<file path="config.mk">
export PLATFORM = sky130hd
export DESIGN_NAME = gactx_bank3_example_axi_wr_ctrl_flat
export DESIGN_NICKNAME = d
export VERILOG_FILES = /design/src/rtl/gactx_bank3_example_axi_wr_ctrl_if.sv /design/src/rtl/gactx_bank3_example_axi_wr_ctrl.sv /design/src/flat_wrapper.sv
export SDC_FILE = /design/constraint.sdc
export NUM_CORES = 1
export LEC_CHECK = 0
export CAP_MARGIN = 10
export CORE_MARGIN = 4
export CORE_UTILIZATION = 58
export DETAILED_ROUTE_END_ITERATION = 10
export PLACE_DENSITY = 0.88
export SLEW_MARGIN = 20
export SYNTH_ARGS = -nofsm -noshare
export SYNTH_HDL_FRONTEND = slang
export SYNTH_SLANG_ARGS = --single-unit
</file>
<file path="constraint.sdc">
create_clock -name aclk -period 6.4 [get_ports aclk]
set_input_delay 1.28 -clock aclk [delete_from_list [all_inputs] [get_ports aclk]]
set_output_delay 1.28 -clock aclk [all_outputs]
set_load 0.05 [all_outputs]
</file>
<file path="src/rtl/gactx_bank3_example_axi_wr_ctrl_if.sv">
// AW/B channel bundle between the write controller (master) and the AXI interconnect (slave).
// m_axi.bresp exists only when GACTX_WR_CTRL_BRESP_CHECK_EN is defined.
interface gactx_bank3_example_axi_wr_ctrl_if #(
  parameter int unsigned C_ADDR_WIDTH = 64
);
  logic                    awvalid;
  logic                    awready;
  logic [C_ADDR_WIDTH-1:0] awaddr;
  logic [7:0]              awlen;
  logic                    bvalid;
  logic                    bready;
`ifdef GACTX_WR_CTRL_BRESP_CHECK_EN
  logic [1:0]              bresp;

  modport master (
    output awvalid, awaddr, awlen, bready,
    input  awready, bvalid, bresp
  );

  modport slave (
    input  awvalid, awaddr, awlen, bready,
    output awready, bvalid, bresp
  );
`else
  modport master (
    output awvalid, awaddr, awlen, bready,
    input  awready, bvalid
  );

  modport slave (
    input  awvalid, awaddr, awlen, bready,
    output awready, bvalid
  );
`endif
endinterface

</file>
<file path="src/rtl/gactx_bank3_example_axi_wr_ctrl.sv">
// AXI4 write-side transaction controller: splits a transfer into fixed-length AW bursts under an
// outstanding-credit limit and retires B responses. Optional bresp checking: GACTX_WR_CTRL_BRESP_CHECK_EN.
module gactx_bank3_example_axi_wr_ctrl #(
  parameter int unsigned C_ADDR_WIDTH      = 64,
  parameter int unsigned C_XFER_SIZE_WIDTH = 32,
  parameter int unsigned C_DATA_WIDTH      = 512,
  parameter int unsigned C_BURST_LEN       = 64,
  parameter int unsigned C_MAX_OUTSTANDING = 16
) (
  input  logic                         aclk,
  input  logic                         areset,
  input  logic                         ctrl_start,
  input  logic [C_ADDR_WIDTH-1:0]      ctrl_addr_offset,
  input  logic [C_XFER_SIZE_WIDTH-1:0] ctrl_xfer_size_in_bytes,
  output logic                         ctrl_busy,
  output logic                         ctrl_done,
`ifdef GACTX_WR_CTRL_BRESP_CHECK_EN
  output logic                         ctrl_err,
`endif
  gactx_bank3_example_axi_wr_ctrl_if.master m_axi
);

  localparam int unsigned XS_W        = C_XFER_SIZE_WIDTH;
  localparam int unsigned BPB         = C_DATA_WIDTH / 8;
  localparam int unsigned BPB_LOG     = $clog2(BPB);
  localparam int unsigned BL_LOG      = $clog2(C_BURST_LEN);
  localparam int unsigned OUT_W       = $clog2(C_MAX_OUTSTANDING) + 1;
  localparam int unsigned BURST_BYTES = C_BURST_LEN * BPB;

  typedef enum logic [1:0] {
    IDLE  = 2'd0,
    ISSUE = 2'd1,
    DRAIN = 2'd2,
    DONE  = 2'd3
  } state_t;

  state_t                  state;
  logic [XS_W-1:0]         nbursts;
  logic [XS_W-1:0]         bursts_left;
  logic [XS_W-1:0]         retired;
  logic [OUT_W-1:0]        outstanding;
  logic [7:0]              last_len;
  logic                    awvalid_q;
  logic [C_ADDR_WIDTH-1:0] awaddr_q;
  logic [7:0]              awlen_q;
  logic                    bready_q;
  logic                    busy_q;
  logic                    done_q;

  // Transfer geometry derived from the start request.
  logic [XS_W-1:0] beats_c;
  logic [XS_W:0]   nb_sum_c;
  logic [XS_W-1:0] nbursts_c;
  logic [7:0]      last_len_c;
  logic [7:0]      first_len_c;

  assign beats_c     = ctrl_xfer_size_in_bytes >> BPB_LOG;
  assign nb_sum_c    = {1'b0, beats_c} + (XS_W+1)'(C_BURST_LEN - 1);
  assign nbursts_c   = XS_W'(nb_sum_c >> BL_LOG);
  assign last_len_c  = 8'((beats_c - XS_W'(1)) & XS_W'(C_BURST_LEN - 1));
  assign first_len_c = (nbursts_c == XS_W'(1)) ? last_len_c : 8'(C_BURST_LEN - 1);

  // Handshakes and next-cycle credit bookkeeping.
  logic             aw_hs_c;
  logic             b_hs_c;
  logic [OUT_W-1:0] out_nx_c;
  logic [XS_W-1:0]  retired_nx_c;
  logic             room_c;
  logic [7:0]       next_len_c;

  assign aw_hs_c      = awvalid_q & m_axi.awready;
  assign b_hs_c       = bready_q & m_axi.bvalid;
  assign out_nx_c     = outstanding + OUT_W'(aw_hs_c) - OUT_W'(b_hs_c);
  assign retired_nx_c = retired + XS_W'(b_hs_c);
  assign room_c       = (out_nx_c < OUT_W'(C_MAX_OUTSTANDING));
  assign next_len_c   = (bursts_left == XS_W'(2)) ? last_len : 8'(C_BURST_LEN - 1);

  always_ff @(posedge aclk) begin
    if (areset) begin
      state       <= IDLE;
      nbursts     <= '0;
      bursts_left <= '0;
      retired     <= '0;
      outstanding <= '0;
      last_len    <= '0;
      awvalid_q   <= 1'b0;
      awaddr_q    <= '0;
      awlen_q     <= '0;
      bready_q    <= 1'b0;
      busy_q      <= 1'b0;
      done_q      <= 1'b0;
    end else begin
      done_q <= 1'b0;
      case (state)
        IDLE: begin
          if (ctrl_start) begin
            nbursts     <= nbursts_c;
            bursts_left <= nbursts_c;
            last_len    <= last_len_c;
            retired     <= '0;
            outstanding <= '0;
            awaddr_q    <= ctrl_addr_offset;
            awlen_q     <= first_len_c;
            busy_q      <= 1'b1;
            if (nbursts_c == '0) begin
              state  <= DONE;
              done_q <= 1'b1;
            end else begin
              state     <= ISSUE;
              awvalid_q <= 1'b1;
              bready_q  <= 1'b1;
            end
          end
        end

        ISSUE: begin
          outstanding <= out_nx_c;
          retired     <= retired_nx_c;
          if (aw_hs_c) begin
            bursts_left <= bursts_left - XS_W'(1);
            awaddr_q    <= awaddr_q + C_ADDR_WIDTH'(BURST_BYTES);
            awlen_q     <= next_len_c;
          end
          // A stalled AW keeps awvalid high: credit can only have been returned since it rose.
          if (aw_hs_c && (bursts_left == XS_W'(1))) begin
            state     <= DRAIN;
            awvalid_q <= 1'b0;
          end else begin
            awvalid_q <= room_c;
          end
        end

        DRAIN: begin
          outstanding <= out_nx_c;
          retired     <= retired_nx_c;
          if (retired_nx_c == nbursts) begin
            state    <= DONE;
            done_q   <= 1'b1;
            bready_q <= 1'b0;
          end
        end

        DONE: begin
          state  <= IDLE;
          busy_q <= 1'b0;
        end

        default: state <= IDLE;
      endcase
    end
  end

`ifdef GACTX_WR_CTRL_BRESP_CHECK_EN
  // Sticky error on any non-OKAY retired response; cleared by the next accepted start.
  logic err_q;

  always_ff @(posedge aclk) begin
    if (areset) begin
      err_q <= 1'b0;
    end else if ((state == IDLE) && ctrl_start) begin
      err_q <= 1'b0;
    end else if (b_hs_c && (m_axi.bresp != 2'b00)) begin
      err_q <= 1'b1;
    end
  end

  assign ctrl_err = err_q;
`endif

  assign ctrl_busy     = busy_q;
  assign ctrl_done     = done_q;
  assign m_axi.awvalid = awvalid_q;
  assign m_axi.awaddr  = awaddr_q;
  assign m_axi.awlen   = awlen_q;
  assign m_axi.bready  = bready_q;

endmodule

</file>
<file path="src/flat_wrapper.sv">
// flat-port wrapper written by rule: the top's interface ports become plain ports
module gactx_bank3_example_axi_wr_ctrl_flat 
#(
  parameter int unsigned C_ADDR_WIDTH      = 64,
  parameter int unsigned C_XFER_SIZE_WIDTH = 32,
  parameter int unsigned C_DATA_WIDTH      = 512,
  parameter int unsigned C_BURST_LEN       = 64,
  parameter int unsigned C_MAX_OUTSTANDING = 16
)
  (aclk, areset, ctrl_start, ctrl_addr_offset, ctrl_xfer_size_in_bytes, ctrl_busy, ctrl_done, m_axi_awvalid, m_axi_awaddr, m_axi_awlen, m_axi_bready, m_axi_awready, m_axi_bvalid);
  gactx_bank3_example_axi_wr_ctrl_if #(.C_ADDR_WIDTH(C_ADDR_WIDTH)) m_axi_i ();
  input  logic aclk;
  input  logic areset;
  input  logic ctrl_start;
  input  logic [C_ADDR_WIDTH-1:0] ctrl_addr_offset;
  input  logic [C_XFER_SIZE_WIDTH-1:0] ctrl_xfer_size_in_bytes;
  output logic ctrl_busy;
  output logic ctrl_done;
  output wire logic [$bits(m_axi_i.awvalid)-1:0] m_axi_awvalid;
  output wire logic [$bits(m_axi_i.awaddr)-1:0] m_axi_awaddr;
  output wire logic [$bits(m_axi_i.awlen)-1:0] m_axi_awlen;
  output wire logic [$bits(m_axi_i.bready)-1:0] m_axi_bready;
  input wire logic [$bits(m_axi_i.awready)-1:0] m_axi_awready;
  input wire logic [$bits(m_axi_i.bvalid)-1:0] m_axi_bvalid;
  assign m_axi_awvalid = m_axi_i.awvalid;
  assign m_axi_awaddr = m_axi_i.awaddr;
  assign m_axi_awlen = m_axi_i.awlen;
  assign m_axi_bready = m_axi_i.bready;
  assign m_axi_i.awready = m_axi_awready;
  assign m_axi_i.bvalid = m_axi_bvalid;
  gactx_bank3_example_axi_wr_ctrl #(.C_ADDR_WIDTH(C_ADDR_WIDTH), .C_XFER_SIZE_WIDTH(C_XFER_SIZE_WIDTH), .C_DATA_WIDTH(C_DATA_WIDTH), .C_BURST_LEN(C_BURST_LEN), .C_MAX_OUTSTANDING(C_MAX_OUTSTANDING)) u_core (.aclk(aclk), .areset(areset), .ctrl_start(ctrl_start), .ctrl_addr_offset(ctrl_addr_offset), .ctrl_xfer_size_in_bytes(ctrl_xfer_size_in_bytes), .ctrl_busy(ctrl_busy), .ctrl_done(ctrl_done), .m_axi(m_axi_i));
endmodule
</file>
==> flow_metrics.py <==
metrics = {
    "clocking": {
        "path_clk_slew_ns": 0.06,
        "cts_made_buffers": 17,
        "htreeDepth": 4,
        "cts_root_buffer": "clkbuf_16",
        "clk-insertion-delay-late_ns": 0.43,
        "clock-sinks": 172,
        "clk_path_buf_depth": 2,
        "post_cts_buffers": 0,
        "cts_resized": 0,
        "tritoncts": "done",
        "cts_hold_buffers": 0,
    },
    "floorplanning": {
        "core_area_um2": 17300,
        "die_w_um": 141,
        "die_area_um2": 19800,
        "rows": 48,
        "initial_core_util_pct": 59.2,
        "die_h_um": 141,
        "io_pins": 177,
    },
    "synthesis": {
        "synth_top_area_share_pct": 33.6,
        "syn_area_um2": 10200,
        "yosysMostFrequentCell": "nor2_1",
        "synth-edff-count": 0,
        "synth_top_area_cell": "dfxtp_1",
        "synth_seq_cells": 172,
        "ys_seq_area_share_pct": 33.6,
        "synth_ff_type": "dfxtp_1",
        "ys_async_sr_fraction_pct": 0,
        "synth_commonest_cells": "nor2_1 (190), dfxtp_1 (172), nand2_1 (162), a21oi_1 (118), clkbuf_1 (69)",
        "synth.avg_cell_area_um2": 7.54,
        "synth_warnings": 0,
        "synthCells": 1358,
        "synthTopCellsByArea": "dfxtp_1 (34%), nor2_1 (7.0%), nand2_1 (5.9%), a21oi_1 (5.8%), xnor2_1 (4.3%)",
        "synthDistinctLibCells": 74,
    },
    "sta": {
        "slew_viol_final": 0,
        "fin_skew_ns": 0.0111,
        "fin_crit_ns": 4.47,
        "hold_viol": 0,
        "fin_crit_sh_pct": 69.9,
        "fmax_ghz": 0.224,
        "rsz0062_at_grt": "false",
        "setup_viol_count_final": 0,
        "worstMarginPinSlew_ns": 1.16,
        "slew_headroom_pct": 22.8,
        "finalSetupTns_ns": 0,
    },
    "power": {
        "p_int_w": 0.00264,
        "switchingPower_w": 0.00222,
        "p_sw_share_pct": 45.6,
        "finalPower_w": 0.00487,
        "sequentialPowerShare_pct": 31.3,
        "p_leak_nw": 4.38,
        "pwr-share-comb_pct": 47.8,
        "peakVddDrop_mv": 0.262,
        "p_per_area_nw_per_um2": 389,
        "p_clk_share_pct": 20.9,
    },
    "critical_path": {
        "end_kind": "flop",
        "path_class": "in2reg",
        "crit_arrival_ns": 4.78,
        "cp-start-kind": "input pin",
        "critPathRequiredTime_ns": 6.71,
        "crit_fanout": 11,
    },
    "final_layout": {
        "antenna_cells": 0,
        "area_growth_pct": 22.2,
        "layout-drive-gt1-share_pct": 5.21,
        "post-route-util_pct": 72.3,
        "finalNetCount": 1585,
    },
    "drt": {
        "drtIter0Drc": 1103,
        "totalWireLength_um": 30500,
        "dr.pass1.iters": 6,
        "drc": 0,
        "viasPerCell": 6.33,
        "wl_per_cell_um": 17.9,
        "ant_nets": 0,
        "dr_total_vias": 10800,
    },
    "grt": {
        "grt_pass1_vias": 10200,
        "grt-ovfl-total": 0,
        "antenna_found_initial": 0,
        "grt_pass1_wl_um": 49600,
        "grt_use_total_pct": 29.9,
        "grt_max_degree": 86,
    },
    "placement": {
        "place.port_buffers": 168,
        "dpl.hpwl_um": 20800,
        "gp_congestion": 0.928,
    },
    "outcome": {
        "status": "finished clean",
    },
    "job": {
        "drv_cap": 0,
    },
    "worst_hold_path": {
        "holdCritPathClass": "reg2reg",
    },
}
==> placed cells by master, fill, tap and decap left out, types with 17 or more instances in the layout <==
master	n
a211oi_1	33
and3_1	20
inv_1	34
a21oi_1	117
nand4_1	29
clkbuf_16	17
nor4_1	21
o21ai_0	51
nor3_1	57
clkdlybuf4s50_1	167
xor2_1	47
nand2_1	162
nand3_1	49
dfxtp_1	172
xnor2_1	50
nor2_1	188
==> layer usage <==
layer / global-route usage, % / vias to the layer above / part of all wire (%)
met1: 38.2 / 5051 / 41
met5: 0 / - / 0
met2: 48.6 / 541 / 47
met4: 12.6 / 0 / 2.9
li1: - / 5115 / -
met3: 6.85 / 77 / 8.6
==> worst max-delay path, stage by stage <==
cell and delay, ns:
clkdlybuf4s50_1 0.45, and2_1 0.20, ha_1 0.25, ha_1 0.30, nand3_1 0.23, nor4_1 0.34, buf_4 0.23, and2_1 0.21
mux2_2 0.35, a31oi_1 0.24, nor4_2 0.08, a2bb2oi_1 0.28, mux2_4 0.33
==> kinds of logic after synthesis <==
logic type / Yosys count / synth area share [%]
AO/OA/AOI/OAI: 321 / 20.6
other: 1 / 0.0366
AND/OR/NAND/NOR: 617 / 29.4
flip-flops: 172 / 33.6
multiplexers: 9 / 1.04
adder cells (fa/ha/maj): 17 / 2.15
buffers and inverters: 124 / 4.83
XOR/XNOR: 97 / 8.30
==> power groups by stage <==
| stage | Combinational (W) | Sequential [W] | Clock [W] |
|---|---|---|---|
| floorplan | 0.00127 | 0.00187 | 0 |
| global route | 0.00252 | 0.00155 | 0.00107 |
| finish | 0.00233 | 0.00152 | 0.00102 |
| global placement | 0.00223 | 0.00152 | 0 |
| CTS | 0.00230 | 0.00151 | 0.00103 |
| detailed placement | 0.00229 | 0.00153 | 0 |
==> stage by stage <==
stage	std cells	area [µm²]	hold slack (ns)	setup WS [ns]
6_report	1704	12500	0.454	1.93
5_1_grt	1704	12500	0.482	1.70
4_1_cts	1704	12500	0.454	2.00
3_5_place_dp	1673	11900	0.446	1.56
3_3_place_gp	1673	11900	0.441	1.59
2_1_floorplan	1359	10200	0.449	2.57
==> final timing paths <==
path | from | end | slack (ns) | cells after the start
worst max-delay path | m_axi_bvalid | u_core.state[1] | 1.93 | 13
worst min-delay path | u_core.m_axi.awaddr[11] | u_core.m_axi.awaddr[11] | 0.45 | 2
worst max register to register | u_core.m_axi.bready | u_core.state[1] | 2.78 | 12
worst min register to register | u_core.m_axi.awaddr[11] | u_core.m_axi.awaddr[11] | 0.45 | 2
==> registers in the layout, summed over array words and instances, names as in the netlist <==
name                  cells
u_core.m_axi.bready       1
u_core.ctrl_busy          1
u_core.bursts_left       32
u_core.last_len           6
u_core.retired           32
u_core.m_axi.awvalid      1
u_core.state              2
u_core.outstanding        5
u_core.m_axi.awaddr      64
u_core.ctrl_done          1
u_core.nbursts           21
u_core.m_axi.awlen        6
==> area by class of cell <==
class / count / area (µm²)
tap: 225 / 282
timing repair buffer: 179 / 1760
clock inverter: 13 / 131
fill: 1355 / 4780
clock buffer: 18 / 439
sequential: 172 / 3440
inverter: 34 / 128
multi-input combinational: 1063 / 6330
(Power assumes the default switching activity.)
